**src/rtl/button_conditioner.sv**
```systemverilog
// -----------------------------------------------------------------------------
// button_conditioner
//
// Conditions raw, bouncing push-button inputs for the stopwatch core. Each
// channel is synchronized by two flops, then debounced by a per-channel
// counter: the debounced level only follows the synchronized input once the
// two have disagreed for DEBOUNCE_CYCLES consecutive clocks. A registered
// one-cycle pulse marks every debounced rising and falling edge. Channel 3
// (pause button) drives a run/pause toggle.
//
// Channel map: 0 = reset button, 1 = select, 2 = adjust, 3 = pause.
//
// Parameters
//   DEBOUNCE_CYCLES  qualification length in clk cycles (legal 2..2^20)
//   NUM_BTN          number of button channels
//
// Ports
//   clk          in   1        system clock, rising-edge active
//   rst          in   1        synchronous active-high reset
//   btn_in       in   NUM_BTN  raw asynchronous button levels, 1 = pressed
//   btn_level    out  NUM_BTN  debounced level per channel
//   btn_rise     out  NUM_BTN  one-cycle pulse after btn_level goes 0->1
//   btn_fall     out  NUM_BTN  one-cycle pulse after btn_level goes 1->0
//   pause_state  out  1        run/pause flag, 1 = running
// -----------------------------------------------------------------------------
module button_conditioner #(
   parameter int DEBOUNCE_CYCLES = 100000,
   parameter int NUM_BTN         = 4
) (
   input  logic               clk,
   input  logic               rst,
   input  logic [NUM_BTN-1:0] btn_in,
   output logic [NUM_BTN-1:0] btn_level,
   output logic [NUM_BTN-1:0] btn_rise,
   output logic [NUM_BTN-1:0] btn_fall,
   output logic               pause_state
);

   localparam int            CW       = $clog2(DEBOUNCE_CYCLES);
   localparam logic [CW-1:0] TERM     = CW'(DEBOUNCE_CYCLES - 1);
   localparam int            PAUSE_CH = 3;

   // Two-flop synchronizer; sync2 is the metastability-safe sample.
   logic [NUM_BTN-1:0] sync1;
   logic [NUM_BTN-1:0] sync2;

   // Per-channel qualification counters.
   logic [CW-1:0]      cnt [NUM_BTN];

   // Terminal count reached while input still disagrees with the level.
   logic [NUM_BTN-1:0] terminal;
   logic [NUM_BTN-1:0] level_next;
   logic [NUM_BTN-1:0] rise_next;
   logic [NUM_BTN-1:0] fall_next;
   logic               pause_toggle;

   always_comb begin
      terminal = '0;
      for (int i = 0; i < NUM_BTN; i++) begin
         terminal[i] = (sync2[i] != btn_level[i]) && (cnt[i] == TERM);
      end
      level_next = btn_level ^ terminal;
      // The new level equals sync2 on a terminal edge, so sync2 gives direction.
      rise_next  = terminal & sync2;
      fall_next  = terminal & ~sync2;
   end

   // The pause flag changes on the same edge that launches btn_rise[3], so the
   // new pause_state is visible during the btn_rise[3] cycle itself.
   generate
      if (NUM_BTN > PAUSE_CH) begin : g_pause
         assign pause_toggle = rise_next[PAUSE_CH];
      end else begin : g_no_pause
         assign pause_toggle = 1'b0;
      end
   endgenerate

   always_ff @(posedge clk) begin
      if (rst) begin
         sync1       <= '0;
         sync2       <= '0;
         btn_level   <= '0;
         btn_rise    <= '0;
         btn_fall    <= '0;
         pause_state <= 1'b1;
      end else begin
         sync1       <= btn_in;
         sync2       <= sync1;
         btn_level   <= level_next;
         btn_rise    <= rise_next;
         btn_fall    <= fall_next;
         pause_state <= pause_state ^ pause_toggle;
      end
   end

   // Counter clears whenever the input agrees with the level (a bounce back
   // restarts qualification) and on terminal count, so it never wraps.
   always_ff @(posedge clk) begin
      for (int i = 0; i < NUM_BTN; i++) begin
         if (rst) begin
            cnt[i] <= '0;
         end else if ((sync2[i] == btn_level[i]) || terminal[i]) begin
            cnt[i] <= '0;
         end else begin
            cnt[i] <= cnt[i] + CW'(1);
         end
      end
   end

endmodule

```
**config.mk**
```make
export PLATFORM = sky130hd
export DESIGN_NAME = button_conditioner
export DESIGN_NICKNAME = d
export VERILOG_FILES = /design/src/rtl/button_conditioner.sv
export SDC_FILE = /design/constraint.sdc
export NUM_CORES = 1
export LEC_CHECK = 0
export ABC_AREA = 1
export CORE_UTILIZATION = 58
export CTS_CLUSTER_SIZE = 16
export DETAILED_ROUTE_END_ITERATION = 12
export HOLD_SLACK_MARGIN = 0.06
export PLACE_DENSITY_LB_ADDON = 0.12
export SYNTH_ARGS = -nofsm -noshare
export SYNTH_HDL_FRONTEND = slang
export SYNTH_SLANG_ARGS = --single-unit
```
**constraint.sdc**
```tcl
create_clock -name clk -period 2.7 [get_ports clk]
set_input_delay 0.27 -clock clk [delete_from_list [all_inputs] [get_ports clk]]
set_output_delay 0.27 -clock clk [all_outputs]
set_load 0.02 [all_outputs]
```
# After elaboration in Yosys (flattened, before gate mapping)
# Memories as Yosys holds them, arrays and structs flattened.
# Index checks and enable logic that the tools add are counted.
[word_totals]
regBits = 21
ramBits = 68
output_inout_bits = 13
n_memories = 1
[memory_table]
columns = ["name", "depth", "width", "rd", "rd_clocked_by_memory_dff", "wr", "line_no", "source"]
rows = [
  ["cnt", 4, 17, 4, 0, 4, "48", "logic [CW-1:0] cnt [NUM_BTN];"],
]
[classes]
addsub = 4
eq_ne = 12
n_mux = 34
bitwise_logic = 13
reduce_logical = 8
[ops]
columns = ["op", "n"]
rows = [
  ["$mux W17", 8],
  ["$add A17 B1 Y17 const B", 4],
  ["$eq A17 B17 Y1 const B", 4],
  ["$mux W1", 26],
  ["$and A4 B4 Y4", 2],
  ["$or A1 B1 Y1", 8],
  ["$eq A1 B1 Y1", 4],
  ["$logic_and A1 B1 Y1", 4],
  ["$logic_or A1 B1 Y1", 4],
  ["$ne A1 B1 Y1", 4],
  ["$not A4 Y4", 1],
  ["$xor A4 B4 Y4", 1],
  ["$xor A1 B1 Y1", 1],
]

# Logic depth before layout (Yosys ltp)
[logic_depth]
word_depth = 8
depth_mapped = 10

# Worst setup path after synthesis
# No wires, ideal clock.
[synth_path]
kind = "flip-flop to flip-flop"
start = "memory cnt[1][0] (netlist name)"
end = "memory cnt[1][14] (netlist name) (data pin)"
setup_ps = 249
arrival_time_ps = 1273
path_slack_ps = 1178
stages_incl_launch_ff = 9
n_path_buf = 0
synth_period_minus_slack_ps = 1522
path_cell_list = "edfxtp_1 -> ha_1 -> nand2_1 -> nor2_4 -> nand3_1 -> o21ai_0 -> nand2_1 -> nand2_1 -> inv_1"
[synth_rtl]
columns = ["item", "line_no"]
rows = [
  ["start, declared", "48"],
]

==> run_results.csv <==
group,metric,value,unit
run_status,outcome,"finished clean",
cells_and_area,area_delta_synth_final,14.1,%
placement,post-place-cells,812,
sta,tns,0,ns
floorplanning,initial_core_util,0.601,
grt,grt-ovfl-total,0,
detailed_routing,wl_per_cell,11.3,um
cells_and_area,antennaDiodeCount,0,
clock_tree,cts_resized,0,
sta,slew_viol_final,0,
clock_tree,post-cts-setup-buffers,0,
floorplanning,chipHeight,94.5,um
yosys,synth_seq_area_share,0.496,
clock_tree,clkSinkCount,89,
detailed_routing,drc,0,
critical_path,end_kind,"flip-flop",
pwr,p_leak,2.35,nW
pwr,powerDensity,457,nW/um^2
detailed_routing,via_per_inst,4.99,
sta,rsz0062_at_grt,"false",
sta,finalCriticalPeriod,1.70,ns
yosys,synth_top_cell_area_share,0.412,
clock_tree,root_buffer,"clkbuf_8",
yosys,synth_area_per_cell,7.92,um^2
floorplanning,pin_count,19,
run,maxCapViolations,0,
cells_and_area,drive_gt1_frac,0.0526,
critical_path,path_class,"flip-flop to flip-flop",
critical_path,cp.arrival,1.82,ns
yosys,synth_area,4960,um^2
sta,max_clock_freq,589,MHz
yosys,synth-seq-cells,89,
sta,period_share,0.629,
clock_tree,hold_buffers,0,
grt,grt_pass1_vias,3842,
yosys,ys_warn_count,0,
cells_and_area,num-nets-final,728,
critical_path,cp-start-kind,"flip-flop",
clock_tree,clkTransAtPathRegs,0.08,ns
yosys,synth_cells,626,
clock_tree,clockBufferDepth,2,
detailed_routing,dr.pass1.iters,6,
yosys,synth_edf_count,68,
clock_tree,h-tree-depth,3,
clock_tree,clock_latency,0.35,ns
sta,finalSetupViolCount,0,
sta,hold_violations,0,
cells_and_area,most-common-layout-cells,"153 x nand2_1, 132 x nor2_1, 79 x inv_1, 68 x edfxtp_1, 68 x conb_1",
yosys,synth_area_leader_cell,"edfxtp_1",
detailed_routing,vias,4134,
yosys,synth_area_leaders,"edfxtp_1 41%, nand2_1 12%, nor2_1 10%, dfxtp_1 8.5%, inv_1 6.0%",
floorplanning,fp.dieW,94.5,um
min_path,min_path_type,"flip-flop to flip-flop",
detailed_routing,drt_wl_total,9330,um
yosys,synthFlopType,"edfxtp_1",
detailed_routing,ant_nets,0,
floorplanning,fp-row-count,33,
grt,antenna_found_initial,0,
placement,gp_congestion,0.850,
grt,grt_pass1_wl,15800,um
clock_tree,cts_tree,"yes",
clock_tree,cts-buffers-inserted,9,
cells_and_area,final_common_cell,"nand2_1",
critical_path,worst_ep_required_time,2.82,ns
cells_and_area,stdcell_count,828,
floorplanning,core,8260,um^2
critical_path,crit_fanout,8,
grt,grt_max_degree,17,
yosys,async_flop_share,0,
sta,hold_ws,0.414,ns
grt,grt_usage,0.224,
placement,hpwl,7020,um
detailed_routing,initialDrtViolationCount,129,
floorplanning,die_area,8930,um^2
yosys,yosys.cell_types.count,29,
placement,numPortBuffers,18,
pwr,max-vdd-ir-drop,277,uV
sta,finClkSkew,0.00930,ns
registers in the layout, indices dropped and copies added (netlist names), named ones only:
signal	cells
sync1	4
btn_fall	4
cnt	68
btn_rise	4
pause_state	1
sync2	4
Yosys cell counts, types with 5 or more instances:
cell type  instances
a21oi_1           27
dfxtp_1           21
edfxtp_1          68
inv_1             79
nand2_1          153
nand2_2            5
nand3_1           36
nand3b_1           9
nand4_1           12
nor2_1           132
nor3_1            13
o21ai_0           13
xnor2_1            6
xor2_1            14
logic make-up (layout without fill, tap and decap cells):
kind of cell	Yosys count	count (layout)	share of synthesized area
XOR/XNOR	20	20	0.0353
other	1	68	0.000756
AO/OA/AOI/OAI	41	41	0.0414
buffers and inverters	88	118	0.0726
flip-flops	89	89	0.496
adder cells (fa/ha/maj)	4	4	0.0101
AND/OR/NAND/NOR	383	383	0.344
metal layers:
metal / share of wire / vias up / GRT usage
met2: 0.49 / 92 / 0.394
met5: 0 / - / 0
met4: 0.013 / 0 / 0.0833
li1: - / 2132 / -
met1: 0.46 / 1897 / 0.274
met3: 0.035 / 13 / 0.0378
final timing paths:
path                                start  depth (start not counted)         end  slack, ns
worst min register to register   sync1[0]                          2    sync2[0]       0.41
worst max register to register  cnt[1][0]                          8  cnt[1][14]       1.00
worst min-delay path             sync1[0]                          2    sync2[0]       0.41
worst max-delay path            cnt[1][0]                          8  cnt[1][14]       1.00
final cells by class:
cell class	count	area, um^2
multi-input cells	516	2390
clock buffers	12	135
repair buffers	19	188
well taps	105	131
clock inverters	4	45.0
inverters	83	312
fillers	675	2590
flip-flops and latches	89	2460
critical path: stages, from the launching register on:
cell and delay [ns]:
edfxtp_1 0.42, ha_1 0.20, nand2_1 0.10, nor2_4 0.22, nand3_1 0.18, o21ai_0 0.18
nand2_1 0.07, nand2_1 0.06, inv_1 0.03
where the power goes:
part | total [mW] | switching [mW] | internal [mW] | leakage (nW)
combinational | 0.138 | 0.0907 | 0.0475 | 1.40
clock | 0.880 | 0.456 | 0.424 | 0.0857
sequential | 1.57 | 0.0525 | 1.52 | 0.873
through the flow:
stage / utilization / area (um^2) / setup slack, ns / power, mW
2_1_floorplan: - / 5210 / 1.18 / 1.70
3_3_place_gp: 0.664 / 5480 / 0.883 / 1.73
3_5_place_dp: 0.664 / 5480 / 0.819 / 1.74
4_1_cts: 0.686 / 5660 / 1.00 / 2.61
5_1_grt: 0.686 / 5660 / 0.801 / 2.69
6_report: 0.686 / 5660 / 1.00 / 2.59
Note: power is estimated with default switching activity, not from simulation.
